`src/rtl/jt10_adpcma_pkg.sv`:
```
// Shared constants and types for the ADPCM-A sample ROM bridge.
package jt10_adpcma_pkg;

  // One cache slot per time-multiplexed ADPCM-A channel.
  localparam int CH_NUM = 6;

  // Word tag is {bank[3:0], addr[19:1]}.
  localparam int TAG_W = 23;

  // Lookup/request sequencer states.
  typedef enum logic [1:0] {
    ST_IDLE = 2'd0,
    ST_LOOK = 2'd1,
    ST_WAIT = 2'd2
  } state_t;

endpackage

```
`src/rtl/jt10_adpcma_tagram.sv`:
```
// Per-slot word cache: {valid, tag, data}. Combinational read, synchronous
// write. Flush clears every valid bit and takes priority over a write.
module jt10_adpcma_tagram
  import jt10_adpcma_pkg::*;
#(
  parameter int CH = CH_NUM,
  parameter int SW = 3
) (
  input  logic             clk,
  input  logic             rst_n,
  input  logic [SW-1:0]    rd_slot,
  output logic             rd_valid,
  output logic [TAG_W-1:0] rd_tag,
  output logic [15:0]      rd_data,
  input  logic [SW-1:0]    wr_slot,
  input  logic             wr_en,
  input  logic [TAG_W-1:0] wr_tag,
  input  logic [15:0]      wr_data,
  input  logic             flush
);

  logic [CH-1:0]    valid;
  logic [TAG_W-1:0] tag_mem  [CH];
  logic [15:0]      data_mem [CH];

  // Read port; slot codes beyond CH-1 never occur but read as an invalid entry.
  always_comb begin
    rd_valid = 1'b0;
    rd_tag   = '0;
    rd_data  = '0;
    if (int'(rd_slot) < CH) begin
      rd_valid = valid[rd_slot];
      rd_tag   = tag_mem[rd_slot];
      rd_data  = data_mem[rd_slot];
    end
  end

  // Valid bits: cleared by reset or flush, set by a fill.
  always_ff @(posedge clk or negedge rst_n) begin
    if (!rst_n) begin
      valid <= '0;
    end else if (flush) begin
      valid <= '0;
    end else if (wr_en && (int'(wr_slot) < CH)) begin
      valid[wr_slot] <= 1'b1;
    end
  end

  // Tag and data storage; contents are meaningless until the valid bit is set.
  always_ff @(posedge clk) begin
    if (wr_en && !flush && (int'(wr_slot) < CH)) begin
      tag_mem[wr_slot]  <= wr_tag;
      data_mem[wr_slot] <= wr_data;
    end
  end

endmodule

```
`src/rtl/jt10_adpcma_romif.sv`:
```
// ADPCM-A sample ROM bridge: turns cen-paced byte reads from the driver into
// word requests on the SDRAM arbiter, with a one-word cache per channel slot.
//
// Handshake: sdram_req is a level that rises together with a stable
// sdram_addr and stays high, with sdram_addr unchanged, until the clock in
// which sdram_ok is seen high; sdram_data is taken in that same clock and
// sdram_req drops on the following clock. There is no abort except reset.
module jt10_adpcma_romif
  import jt10_adpcma_pkg::*;
#(
  parameter int              CH     = CH_NUM,
  parameter int              AW     = 23,
  parameter logic [AW-1:0]   BASE_W = '0
) (
  input  logic          rst_n,
  input  logic          clk,
  input  logic          cen,
  input  logic [19:0]   addr,
  input  logic [3:0]    bank,
  input  logic          roe_n,
  input  logic          downloading,
  output logic [7:0]    datain,
  output logic [AW-1:0] sdram_addr,
  output logic          sdram_req,
  input  logic          sdram_ok,
  input  logic [15:0]   sdram_data,
  output logic          late
);

  localparam int SW = (CH > 1) ? $clog2(CH) : 1;

  state_t           state;
  logic [SW-1:0]    slot;
  logic             cen_d;
  logic [19:0]      addr_q;
  logic [3:0]       bank_q;
  logic [SW-1:0]    slot_q;
  logic [TAG_W-1:0] tag_q;
  logic             bsel_q;
  // stale: completion must not touch datain (late cen or download seen).
  // drop: completion must not touch the cache either (download seen).
  logic             stale;
  logic             drop;

  logic [TAG_W-1:0] tag_look;
  logic             rd_valid;
  logic [TAG_W-1:0] rd_tag;
  logic [15:0]      rd_data;
  logic             hit;
  logic             fill_en;

  assign tag_look = {bank_q, addr_q[19:1]};
  assign hit      = rd_valid && (rd_tag == tag_look);
  assign fill_en  = (state == ST_WAIT) && sdram_ok && !drop && !downloading;

  jt10_adpcma_tagram #(
    .CH (CH),
    .SW (SW)
  ) u_tagram (
    .clk      (clk),
    .rst_n    (rst_n),
    .rd_slot  (slot),
    .rd_valid (rd_valid),
    .rd_tag   (rd_tag),
    .rd_data  (rd_data),
    .wr_slot  (slot_q),
    .wr_en    (fill_en),
    .wr_tag   (tag_q),
    .wr_data  (sdram_data),
    .flush    (downloading)
  );

  // Slot counter follows the driver's channel rotation, one step per cen.
  always_ff @(posedge clk or negedge rst_n) begin
    if (!rst_n) begin
      slot  <= '0;
      cen_d <= 1'b0;
    end else begin
      cen_d <= cen;
      if (cen) begin
        slot <= (slot == SW'(CH - 1)) ? '0 : slot + 1'b1;
      end
    end
  end

  // Lookup / request sequencer with registered datain, request and late flag.
  always_ff @(posedge clk or negedge rst_n) begin
    if (!rst_n) begin
      state      <= ST_IDLE;
      datain     <= '0;
      sdram_req  <= 1'b0;
      sdram_addr <= '0;
      late       <= 1'b0;
      addr_q     <= '0;
      bank_q     <= '0;
      slot_q     <= '0;
      tag_q      <= '0;
      bsel_q     <= 1'b0;
      stale      <= 1'b0;
      drop       <= 1'b0;
    end else begin
      case (state)
        ST_IDLE: begin
          if (cen_d && !roe_n && !downloading) begin
            addr_q <= addr;
            bank_q <= bank;
            state  <= ST_LOOK;
          end
        end
        ST_LOOK: begin
          if (downloading) begin
            state <= ST_IDLE;
          end else if (hit) begin
            datain <= addr_q[0] ? rd_data[15:8] : rd_data[7:0];
            state  <= ST_IDLE;
          end else begin
            slot_q     <= slot;
            tag_q      <= tag_look;
            bsel_q     <= addr_q[0];
            stale      <= 1'b0;
            drop       <= 1'b0;
            sdram_req  <= 1'b1;
            sdram_addr <= BASE_W + AW'(tag_look);
            state      <= ST_WAIT;
          end
        end
        ST_WAIT: begin
          if (sdram_ok) begin
            // ok wins over a coincident cen: that cen is on time.
            sdram_req <= 1'b0;
            state     <= ST_IDLE;
            if (!stale && !drop && !downloading) begin
              datain <= bsel_q ? sdram_data[15:8] : sdram_data[7:0];
            end
          end else begin
            if (cen) begin
              late  <= 1'b1;
              stale <= 1'b1;
            end
            if (downloading) begin
              stale <= 1'b1;
              drop  <= 1'b1;
            end
          end
        end
        default: state <= ST_IDLE;
      endcase
      if (downloading) begin
        datain <= '0;
      end
    end
  end

endmodule
```
`config.mk`:
```
export PLATFORM = sky130hd
export DESIGN_NAME = jt10_adpcma_romif
export DESIGN_NICKNAME = d
export VERILOG_FILES = /design/src/rtl/jt10_adpcma_pkg.sv /design/src/rtl/jt10_adpcma_tagram.sv /design/src/rtl/jt10_adpcma_romif.sv
export SDC_FILE = /design/constraint.sdc
export NUM_CORES = 1
export LEC_CHECK = 0
export ABC_AREA = 1
export CORE_ASPECT_RATIO = 0.6
export CORE_MARGIN = 5
export CORE_UTILIZATION = 45
export DETAILED_ROUTE_END_ITERATION = 6
export GPL_TIMING_DRIVEN = 0
export PLACE_DENSITY = 0.68
export SYNTH_ARGS = -nofsm -noshare
export SYNTH_HDL_FRONTEND = slang
export SYNTH_SLANG_ARGS = --single-unit
```
`constraint.sdc`:
```
create_clock -name clk -period 4.51 [get_ports clk]
set_clock_uncertainty 0.2 [all_clocks]
set_input_delay 0.902 -clock clk [delete_from_list [all_inputs] [get_ports clk]]
set_output_delay 0.902 -clock clk [all_outputs]
set_load 0.02 [all_outputs]
```
==> flow_metrics.py, run 1 <==
metrics = {
    "yosys": {
        "ys.flop_type": "edfxtp_1",
        "netlist_instances": 1166,
        "synth_common_cells": "nand2_1, edfxtp_1, nor2_1",
        "ys_seq_area_share_pct": 69.0,
        "avgSynthCellArea_um2": 11.1,
        "yosysUniqueCellTypes": 38,
        "yosys_warnings": 0,
        "synth-seq-cells": 309,
        "synth_area_um2": 12900,
        "synth_area_leaders": "edfxtp_1, dfrtp_1, nand2_1",
        "netlist.area_leader.share_pct": 54.5,
        "yosysTopAreaCell": "edfxtp_1",
        "synthArstFlopShare_pct": 24.3,
        "synth_edf_count": 234,
        "yosysMostFrequentCell": "nand2_1",
        "synth_nets": 1212,
    },
    "clock_network": {
        "cts-htree-levels": 1,
        "insertion_delay_ps": 560,
        "clockRootBuffer": "clkbuf_16",
        "numCtsBuffers": 29,
        "cts_resized": 0,
        "cts.clk_slew.worst_paths_ps": 60,
        "cts_tree": "built",
        "clkSinkCount": 309,
        "cts_max_path_buffers": 3,
        "cts_hold_buf": 1,
        "post_cts_buffers": 0,
    },
    "detailed_routing": {
        "drt-total-wl_um": 36400,
        "firstDrtPassIters": 6,
        "wl_per_cell_um": 21.7,
        "avgViaCountPerCell": 5.53,
        "drc": 0,
        "dr_total_vias": 9300,
        "drt_iter0_markers": 1147,
        "postRouteAntennaNets": 0,
    },
    "setup_path": {
        "setup.worst_path.start": "slot[2]",
        "reg2reg_depth": 12,
        "critPathArrivalTime_ps": 3410,
        "reg2reg_slack_ps": 1350,
        "timing.rr.end": "datain[0]",
        "r2r-start": "slot[2]",
        "cp-start-kind": "flop",
        "cp-end-kind": "flop",
        "path_max_fanout": 10,
        "worst_ep_required_time_ps": 4750,
        "crit_type": "flop to flop",
        "crit_path_end": "datain[0]",
    },
    "power_and_ir_drop": {
        "irDropWorstVdd_uv": 262,
        "power_density_nw_per_um2": 534,
        "clkPwrFrac_pct": 29.8,
        "p_int_uw": 5440,
        "leakagePower_uw": 0.00597,
        "p_sw_uw": 2710,
        "seqPwrFrac_pct": 43.3,
        "pwr-share-comb_pct": 26.9,
        "power_switching_share_pct": 33.3,
    },
    "cells_and_area": {
        "multi_input_area_um2": 3430,
        "fin_cells": 1681,
        "area_delta_synth_final_pct": 18.4,
        "ff_latch_area_um2": 8900,
        "drive_gt1_share_pct": 9.42,
        "fin_nets": 1329,
        "final_util_pct": 53.6,
        "fill_cells": 2412,
        "diodes": 0,
    },
    "floorplanning": {
        "core_area_um2": 28500,
        "die_w_um": 229,
        "die_h_um": 141,
        "dieArea_um2": 32300,
        "rows": 48,
        "initial_core_util_pct": 45.2,
        "io_pins": 79,
    },
    "global_route": {
        "grt_usage_pct": 22.3,
        "grt_overflow": 0,
        "grt_pass1_wl_um": 54700,
        "grt_pass1_vias": 8829,
        "antenna_found_initial": 0,
        "grt_max_degree": 66,
    },
    "place": {
        "dp.cells": 1626,
        "io_buffers": 78,
        "gp_congestion": 0.907,
        "hpwlAfterDp_um": 24200,
    },
    "timing": {
        "hold_viol_final": 0,
        "relSlewSlack_pct": 33.2,
        "fin_crit_sh_pct": 70.1,
        "rsz0062_at_grt": "no",
        "setup_viol": 0,
        "totalNegativeSetupSlack_ps": 0,
        "whs_ps": 278,
        "fin_crit_ps": 3160,
        "slew_viol_final": 0,
        "clock.fmax_ghz": 0.316,
        "worstMarginPinSlew_ps": 1000,
    },
    "status": {
        "status": "finished, final reports clean",
    },
    "min_path": {
        "hold_class": "flop to flop",
    },
    "job": {
        "max_cap_viol_count": 0,
    },
}
cell type report:
class                           count  area share, %
Sequential cell                   309           58.3
Clock inverter                     11          0.860
Multi-Input combinational cell    730           22.4
Buffer                             58           2.27
Tap cell                          375           3.07
Inverter                           69           1.73
Timing Repair Buffer               86           6.13
Clock buffer                       43           5.22
state kept, by name (all words and copies together), names as in the netlist:
register           flops
u_tagram.tag_mem     138
u_tagram.data_mem     96
tag_q                 23
addr_q                20
datain                 8
u_tagram.valid         6
bank_q                 4
slot                   3
slot_q                 3
state                  2
bsel_q                 1
cen_d                  1
drop                   1
late                   1
sdram_req              1
stale                  1
per-layer routing:
layer	global-route usage (%)	wire length [um]	up-vias	part of all wire (%)
met5	0	0	-	0
met4	5.03	800	0	2.2
met3	6.52	4090	60	11
met2	31.8	15200	495	42
met1	34.0	16300	4516	45
li1	-	-	4229	-
power by group through the flow:
stage	clock network [uW]	registers, uW	logic, uW
after floorplan	0	3610	1230
after global placement	0	3570	2100
after detailed placement	0	3580	2150
after CTS	2460	3530	2160
after global routing	2580	3560	2400
final	2430	3530	2200
critical path: stages (launching register included):
cell and delay, ps:
dfrtp_1 360, buf_4 210, nand2_1 290, clkbuf_1 560, nand3_1 200, nand2_1 110
nand3_1 130, nor2_1 190, nand3_2 150, nand2_2 230, nand2_2 200, nand3_1 160
nand2_1 60
worst min-delay path by stage:
stage,from,end,slack (ps),cells past startpoint
6_report,late,late,280,1
5_1_grt,late,late,310,1
4_1_cts,stale,stale,290,2
3_5_place_dp,stale,stale,270,2
3_3_place_gp,stale,stale,260,2
2_1_floorplan,stale,stale,240,2
placed cells by master (no fill, tap or decap), types with 3 or more instances in the layout:
cell,count
nand2_1,327
edfxtp_1,234
nor2_1,95
nand3_1,81
o21ai_0,79
clkdlybuf4s50_1,77
dfrtp_1,75
inv_1,63
clkbuf_1,33
clkbuf_16,29
a21oi_1,25
nand4_1,18
buf_2,16
o211ai_1,15
o21ai_1,12
nand2_2,12
buf_6,10
buf_4,10
o21ai_2,10
nor2_4,8
a22oi_1,8
or2_0,7
buf_12,6
or2_1,5
o211a_1,5
clkinv_2,5
clkinv_1,4
o2111ai_1,4
nor3_1,3
o311ai_0,3
bufinv_16,3
through the flow:
step	power [uW]	worst slack [ps]	area, um2
6_report	8160	1350	15300
5_1_grt	8540	1260	15300
4_1_cts	8140	1440	15300
3_5_place_dp	5730	839	14300
3_3_place_gp	5670	-1520	14100
2_1_floorplan	4830	874	12900
cells by family after synthesis:
| group | Yosys count | share of synthesized area [%] |
|---|---|---|
| AND/OR/NAND/NOR | 561 | 18.3 |
| flip-flops | 309 | 69.0 |
| AO/OA/AOI/OAI | 167 | 7.75 |
| buffers and inverters | 127 | 4.73 |
| multiplexers | 2 | 0.155 |
Power figures use the tool's default switching activity.
==> inputs of run 2 (changes only) <==
==> constraint.sdc (replaced) <==
create_clock -name clk -period 3 [get_ports clk]
set_clock_uncertainty 0.2 [all_clocks]
set_input_delay 0.6 -clock clk [delete_from_list [all_inputs] [get_ports clk]]
set_output_delay 0.6 -clock clk [all_outputs]
set_load 0.02 [all_outputs]
==> run 2 against run 1 <==
Utilization up 0.78 points; clock-buffer cell count unchanged; clock power up 50%; via count up 0.48%; critical endpoint unchanged; largest cell class unchanged.
==> flow_metrics.py, run 2 (synthesis results as in run 1) <==
metrics = {
    "cells_and_area": {
        "final_util_pct": 54.3,
        "regMostFlops": "u_tagram.tag_mem",
        "diodes": 0,
        "layout_commonest_cell": "nand2_1",
        "drive_gt1_share_pct": 11.0,
        "final_cell_mix": "nand2_1, edfxtp_1, nor2_1",
        "largest_reg_flops": 138,
        "area_delta_synth_final_pct": 20.2,
        "fin_cells": 1697,
        "top_regs": "u_tagram.tag_mem x138, u_tagram.data_mem x96, tag_q x23",
        "fin_nets": 1345,
    },
    "place": {
        "pre_cts_slack_ps": -369,
        "gp_congestion": 0.907,
        "hpwlAfterDp_um": 24200,
        "dp.cells": 1626,
        "io_buffers": 78,
    },
    "floorplanning": {
        "die_w_um": 229,
        "core_area_um2": 28500,
        "rows": 48,
        "dieArea_um2": 32300,
        "initial_core_util_pct": 45.2,
        "io_pins": 79,
        "die_h_um": 141,
    },
    "detailed_routing": {
        "drt-total-wl_um": 36700,
        "dr_total_vias": 9345,
        "drc": 0,
        "avgViaCountPerCell": 5.51,
        "drt_iter0_markers": 1224,
        "postRouteAntennaNets": 0,
        "firstDrtPassIters": 5,
        "wl_per_cell_um": 21.7,
    },
    "clock_network": {
        "cts_max_path_buffers": 3,
        "cts_tree": "built",
        "cts-htree-levels": 1,
        "insertion_delay_ps": 560,
        "clkSinkCount": 309,
        "numCtsBuffers": 29,
        "clockRootBuffer": "clkbuf_16",
        "cts.clk_slew.worst_paths_ps": 60,
    },
    "global_route": {
        "antenna_found_initial": 0,
        "grt_max_degree": 66,
        "grt_overflow": 0,
        "grt_pass1_wl_um": 54700,
        "grt_usage_pct": 22.3,
        "grt_pass1_vias": 8829,
    },
    "power_and_ir_drop": {
        "p_total_uw": 12400,
        "power_density_nw_per_um2": 797,
        "power_switching_share_pct": 33.2,
        "leakagePower_uw": 0.00609,
        "p_int_uw": 8250,
        "irDropWorstVdd_uv": 395,
        "seqPwrFrac_pct": 43.0,
        "p_sw_uw": 4100,
        "pwr-share-comb_pct": 27.5,
        "clkPwrFrac_pct": 29.6,
    },
    "timing": {
        "clock.fmax_ghz": 0.345,
        "worstMarginPinSlew_ps": 998,
        "fin_crit_ps": 2900,
        "worst_slack_ps": 98.8,
        "slew_viol_final": 0,
        "totalNegativeSetupSlack_ps": 0,
        "setup_viol": 0,
        "fin_crit_sh_pct": 96.7,
        "rsz0062_at_grt": "no",
        "hold_viol_final": 0,
        "relSlewSlack_pct": 33.5,
    },
    "setup_path": {
        "reg2reg_depth": 9,
        "worst_ep_required_time_ps": 3250,
        "r2r-start": "state[1]",
        "crit_type": "flop to flop",
        "cp-end-kind": "flop",
        "crit_chain": "inv_1 -> nor2_1 -> clkinv_1 -> nor2_1 -> nand2_1 -> o22ai_1 -> nand2_2 -> nand3_1 -> nand2_1",
        "cp-start-kind": "flop",
        "timing.rr.end": "datain[0]",
        "slowest_delay_ps": 750,
        "cp_slowest_cell": "o22ai_1",
        "critPathArrivalTime_ps": 3150,
        "crit_buf_inv": 2,
        "reg2reg_slack_ps": 100,
        "crit_path_end": "datain[0]",
        "worst-path-stages": 9,
        "crit_family": "simple AND/OR/NAND/NOR gates",
        "path_max_fanout": 10,
        "setup.worst_path.start": "state[1]",
    },
    "job": {
        "max_cap_viol_count": 0,
    },
    "status": {
        "status": "finished, final reports clean",
    },
    "min_path": {
        "hold_class": "input port to async pin",
    },
}
-- run 2: cell types whose count changed in the layout (fill, tap and decap cells not counted), moves of 3 or more --
cell      previous run  this run
buf_4               10        22
buf_2               16        11
buf_8                0         3
buf_12               6        10
clkbuf_2             0         5
clkbuf_1            33        29
clkbuf_4             0         4
-- run 2: power by group through the flow --
stage / clock (uW) / combinational (uW) / sequential [uW]
3_3_place_gp: 0 / 3160 / 5370
3_5_place_dp: 0 / 3230 / 5390
5_1_grt: 3890 / 3700 / 5350
4_1_cts: 3690 / 3250 / 5300
6_report: 3650 / 3390 / 5310
2_1_floorplan: 0 / 1840 / 5420
-- run 2: area by class of cell --
class | count | area, um2
plain buffers | 58 | 380
well taps | 375 | 469
clock buffers | 43 | 798
fillers | 2391 | 13000
clock inverters | 11 | 131
multi-input cells | 730 | 3440
inverters | 69 | 267
repair buffers | 102 | 1110
flip-flops and latches | 309 | 8900
-- run 2: repair_timing --
action,CTS,global route
hold buffers,1,0
resized for setup,2,19
hold endpoints to repair,19,0
pin swaps,0,8
setup endpoints to repair,28,177
setup buffers,0,16
-- run 2: worst min-delay path by stage --
stage,slack [ps],to
4_1_cts,220,tag_q[8]
3_5_place_dp,260,tag_q[8]
3_3_place_gp,260,stale
6_report,230,tag_q[8]
5_1_grt,230,tag_q[8]
2_1_floorplan,100,addr_q[0]
-- run 2: worst register-to-register path, stage by stage, from the launching register on --
cell and delay [ps]:
dfrtp_1 380, inv_1 70, nor2_1 190, clkinv_1 350
nor2_1 230, nand2_1 80, o22ai_1 750, nand2_2 330
nand3_1 160, nand2_1 60
-- run 2: routing by layer --
layer  vias to the layer above  GRT usage, %  routed length (um)
met5                         -             0                   0
met4                         0          5.03                 682
met3                        52          6.52                3910
met2                       458          31.8               15500
met1                      4570          34.0               16600
li1                       4265             -                   -
-- run 2: metrics by stage --
step	hold slack [ps]	cell area (um2)
final	229	15500
after floorplan	104	12900
after global placement	260	14100
after CTS	218	15300
after global routing	229	15500
after detailed placement	257	14300
